**config.mk**
```make
export PLATFORM = sky130hd
export DESIGN_NAME = bcd_mmss_counter
export DESIGN_NICKNAME = d
export VERILOG_FILES = /design/src/rtl/bcd_mmss_counter.sv
export SDC_FILE = /design/constraint.sdc
export NUM_CORES = 1
export LEC_CHECK = 0
export BUFFER_PORTS_ARGS = -buffer_cell sky130_fd_sc_hd__buf_2
export CAP_MARGIN = 15
export CORE_MARGIN = 2
export CORE_UTILIZATION = 50
export CTS_CLUSTER_DIAMETER = 150
export CTS_CLUSTER_SIZE = 14
export DETAILED_ROUTE_END_ITERATION = 8
export PLACE_DENSITY = 0.77
export SKIP_LAST_GASP = 1
export SYNTH_ARGS = -nofsm -noshare
export SYNTH_HDL_FRONTEND = slang
export SYNTH_SLANG_ARGS = --single-unit
```
**constraint.sdc**
```tcl
create_clock -name clk -period 2.6 [get_ports clk]
set_clock_uncertainty 0.05 [all_clocks]
set_input_delay 0.13 -clock clk [delete_from_list [all_inputs] [get_ports clk]]
set_output_delay 0.13 -clock clk [all_outputs]
set_load 0.02 [all_outputs]
```
**src/rtl/bcd_mmss_counter.sv**
```systemverilog
// bcd_mmss_counter: four-digit BCD MM:SS counter driven by the slow 1 s
// square wave. The square wave is synchronised into the clk domain and its
// rising edge becomes a one-cycle tick that advances (or retreats) the count.
// Loads are range-checked; rejected loads leave the count untouched and
// raise a one-cycle load_err pulse.

module bcd_mmss_counter #(
  parameter int MM_MAX = 59
) (
  input  logic        clk,
  input  logic        rst,
  input  logic        clk_1s,
  input  logic        en,
  input  logic        up,
  input  logic        load,
  input  logic [15:0] load_val,
  output logic [15:0] bcd,
  output logic        tick,
  output logic        wrap,
  output logic        zero,
  output logic        load_err
);

  // Minutes ceiling split into BCD digits, used for wrap detection and reload.
  localparam logic [3:0] MAX_M1 = 4'(MM_MAX / 10);
  localparam logic [3:0] MAX_M0 = 4'(MM_MAX % 10);
  localparam logic [6:0] MAX_MM = 7'(MM_MAX);
  localparam logic [15:0] TOP_VAL = {MAX_M1, MAX_M0, 4'h5, 4'h9};

  logic       s1, s2, s3;
  logic       tick_c;
  logic       load_ok;
  logic [6:0] load_mm;
  logic [15:0] next_val;
  logic        next_wrap;

  logic [3:0] m1, m0, sec1, sec0;
  logic [3:0] ld_m1, ld_m0, ld_s1, ld_s0;

  assign {m1, m0, sec1, sec0}         = bcd;
  assign {ld_m1, ld_m0, ld_s1, ld_s0} = load_val;

  assign tick_c = s2 & ~s3;
  assign zero   = (bcd == 16'h0000);

  // Load validity: each digit decimal, tens-of-seconds below 6, minutes within the ceiling.
  always_comb begin
    load_mm = ({3'b000, ld_m1} * 7'd10) + {3'b000, ld_m0};
    load_ok = (ld_m1 <= 4'd9) && (ld_m0 <= 4'd9) && (ld_s1 <= 4'd5) &&
              (ld_s0 <= 4'd9) && (load_mm <= MAX_MM);
  end

  // Next count value with per-digit carry (up) or borrow (down), plus wrap flag.
  always_comb begin
    next_val  = bcd;
    next_wrap = 1'b0;
    if (up) begin
      if (bcd == TOP_VAL) begin
        next_val  = 16'h0000;
        next_wrap = 1'b1;
      end else if (sec0 != 4'd9) begin
        next_val = {m1, m0, sec1, sec0 + 4'd1};
      end else if (sec1 != 4'd5) begin
        next_val = {m1, m0, sec1 + 4'd1, 4'd0};
      end else if (m0 != 4'd9) begin
        next_val = {m1, m0 + 4'd1, 4'd0, 4'd0};
      end else begin
        next_val = {m1 + 4'd1, 4'd0, 4'd0, 4'd0};
      end
    end else begin
      if (bcd == 16'h0000) begin
        next_val  = TOP_VAL;
        next_wrap = 1'b1;
      end else if (sec0 != 4'd0) begin
        next_val = {m1, m0, sec1, sec0 - 4'd1};
      end else if (sec1 != 4'd0) begin
        next_val = {m1, m0, sec1 - 4'd1, 4'd9};
      end else if (m0 != 4'd0) begin
        next_val = {m1, m0 - 4'd1, 4'd5, 4'd9};
      end else begin
        next_val = {m1 - 4'd1, 4'd9, 4'd5, 4'd9};
      end
    end
  end

  // Synchroniser chain for the asynchronous 1 s wave; s3 is kept for edge detection.
  always_ff @(posedge clk) begin
    if (rst) begin
      s1 <= 1'b0;
      s2 <= 1'b0;
      s3 <= 1'b0;
    end else begin
      s1 <= clk_1s;
      s2 <= s1;
      s3 <= s2;
    end
  end

  // Count register and pulse outputs; a load takes precedence and swallows a coincident tick.
  always_ff @(posedge clk) begin
    if (rst) begin
      bcd      <= 16'h0000;
      tick     <= 1'b0;
      wrap     <= 1'b0;
      load_err <= 1'b0;
    end else begin
      tick     <= tick_c;
      wrap     <= 1'b0;
      load_err <= 1'b0;
      if (load) begin
        if (load_ok) begin
          bcd <= load_val;
        end else begin
          load_err <= 1'b1;
        end
      end else if (tick_c && en) begin
        bcd  <= next_val;
        wrap <= next_wrap;
      end
    end
  end

endmodule
```
==> results.cfg <==
[layout]
diodes = 0
final_layout_size_suffix_gt1_share_pct = 23.8
fin_nets = 335
nFillCells = 364
multi_input_area_um2 = 1450
final_util_pct = 60.0
area_delta_synth_final_pct = 16.5
seqCellArea_um2 = 440

[detailed_routing]
via_per_inst = 5.88
drtPass1Iterations = 4
antenna_left = 0
drc = 0
initialDrtViolationCount = 113
routed_wl_mm = 4.94
wl_per_cell_um = 14.4
vias = 2023

[power_and_ir_drop]
switchingPower_mw = 0.307
combPwrFrac_pct = 27.7
swShare_pct = 31.7
p_seq_share_pct = 37.6
power_density_nw_per_um2 = 407
p_leak_nw = 1.02
clockPowerShare_pct = 34.6
p_int_mw = 0.663
irDropWorstVdd_uv = 176

[global_routing]
antenna_found_initial = 0
grt_max_degree = 29
grt_pass1_vias = 1860
grt_usage_pct = 22.0
grt_overflow_total = 0
grt_first_pass_wirelength_mm = 7.98

[clocking]
cts_sinks = 22
cts_resized = 0
clk_latency_ns = 0.27
cts.path.max_buffers = 2
cts_made_buffers = 3
cts.clk_slew.worst_paths_ns = 0.09
hold_buffers = 0
h-tree-depth = 1
post_cts_buffers = 0
cts_tree = yes
cts_root_buffer = clkbuf_8

[synth]
synth_top_cell_area_share_pct = 21.5
postSynthNetCount = 294
ys_types = 63
synth_seq_area_share_pct = 21.5
synth_warnings = 0
async_reset_ff_share_pct = 0
ys_ff_latch = 22
syn_area_um2 = 2040
yosys-top-cells-area = dfxtp_1 22%, ha_1 9.8%, a211oi_1 4.0%
syn_avg_cell_area_um2 = 8.05
postSynthCellCount = 254
synth_top_flop_cell = dfxtp_1
synth_top_area_cell = dfxtp_1
synth_edf_count = 0

[sta]
setup_viol = 0
rsz0062_at_grt = no
slew_violations = 0
slew_headroom_pct = 59.5
worst_pin_slew_ns = 0.599
finalWorstSetupSlack_ns = 0.238
timing.fmax_mhz = 423
timing.final.crit_share_pct = 90.9
hold_slack_ns = 0.0101
hold_violations = 0
tns_ns = 0
finalCriticalPeriod_ns = 2.36

[placed_design]
place_congestion = 0.794
dp_slack_ns = -0.151
dpl.hpwl_mm = 3.70
port_buffers = 41

[floorplanning]
core_um2 = 3970
die_w_um = 67.9
start_util_pct = 51.5
rows = 23
die_h_um = 67.9
fp.dieArea_um2 = 4620
ios = 42

[worst_setup_path]
crit_required_ns = 2.70
arrival_ns = 2.47
timing.rr.start = bcd[4]
path_max_fanout = 7
crit_type = in -> reg
cp-end-kind = flop
startpoint = load_val[13]
cp-start-kind = input pin

[worst_hold_path]
hp-start = clk_1s
hp-class = in -> reg

[run_status]
status = finished clean

[job]
maxCapViolCount = 0
cells in the mapped netlist (all sizes together), types with 3 or more instances:
cell type and count:
ha 16, xnor2 5, a21oi 13, o21ai 15, dfxtp 22, nor2b 8, a211oi 13, inv 22
nor2 17, nor3 11, mux2i 4, a221oi 3, nand2 16, a211o 4, nand2b 4, nand4 3
buf 7, clkbuf 8, xor2 3, nand3b 4, nand3 11
power groups by stage:
stage	logic (mW)	registers, mW	clock network, mW
finish	0.269	0.365	0.336
floorplan	0.181	0.377	0
global placement	0.254	0.373	0
global route	0.298	0.368	0.350
detailed placement	0.257	0.373	0
CTS	0.259	0.365	0.337
worst max-delay path, stage by stage:
cell     delay, ns
buf_2         0.10
ha_1          0.29
ha_1          0.19
inv_1         0.06
fa_1          0.46
o41ai_2       0.43
nor3_4        0.12
a211o_2       0.44
mux2i_1       0.17
a21oi_1       0.07
worst paths after layout:
path              to  slack, ns  cells after the start
max           bcd[0]       0.24                     10
min               s1       0.01                      2
max reg2reg  bcd[14]       0.41                      7
min reg2reg       s2       0.40                      1
through the flow:
stage	cell area (um^2)	std cells	power [mW]
2_1_floorplan	2040	254	0.558
6_report	2380	344	0.970
3_3_place_gp	2280	339	0.627
3_5_place_dp	2280	339	0.630
4_1_cts	2350	343	0.962
5_1_grt	2380	344	1.02
state kept, by name, indices dropped and copies added (netlist names):
signal	cells
bcd	16
tick	1
s2	1
wrap	1
load_err	1
s1	1
s3	1
metal layers:
| layer | up-vias | global-route usage, % | part of all wire [%] |
|---|---|---|---|
| met4 | 0 | 7.00 | 1.3 |
| met3 | 7 | 2.47 | 4.2 |
| li1 | 1005 | - | - |
| met5 | - | 0 | 0 |
| met2 | 55 | 38.8 | 49 |
| met1 | 956 | 27.7 | 46 |
cell usage in the layout, fill, tap and decap left out, types with 3 or more instances in the layout:
master,netlist,final
xor2_1,3,3
nor2b_1,8,8
a211oi_1,11,11
nand2b_1,4,4
nand2_1,16,16
nand3_1,11,11
buf_2,2,41
inv_1,22,22
nand4_1,3,3
clkbuf_8,0,3
nand3b_1,4,4
dfxtp_1,22,22
buf_4,1,9
o21ai_0,15,15
xnor2_1,5,5
mux2i_1,4,4
a21oi_1,13,13
nor3_1,10,10
a221oi_1,3,3
nor2_1,17,17
ha_1,16,16
cell families (layout without fill, tap and decap cells):
| kind of cell | count (synthesis) | after routing | share of synthesized area [%] |
|---|---|---|---|
| compound gates | 72 | 73 | 26.3 |
| xor+xnor | 8 | 8 | 3.43 |
| fa+ha+maj | 18 | 18 | 11.8 |
| buf+inv | 37 | 76 | 8.75 |
| flops | 22 | 22 | 21.5 |
| mux | 5 | 5 | 2.51 |
| simple gates | 92 | 92 | 25.7 |
area by class of cell:
type / instances / area share [%]
timing repair buffer: 50 / 11.4
clock buffer: 3 / 1.73
inverter: 22 / 3.47
clock inverter: 1 / 1.26
multi-input combinational: 196 / 61.0
sequential: 22 / 18.5
tap: 50 / 2.63
(Power assumes the default switching activity.)
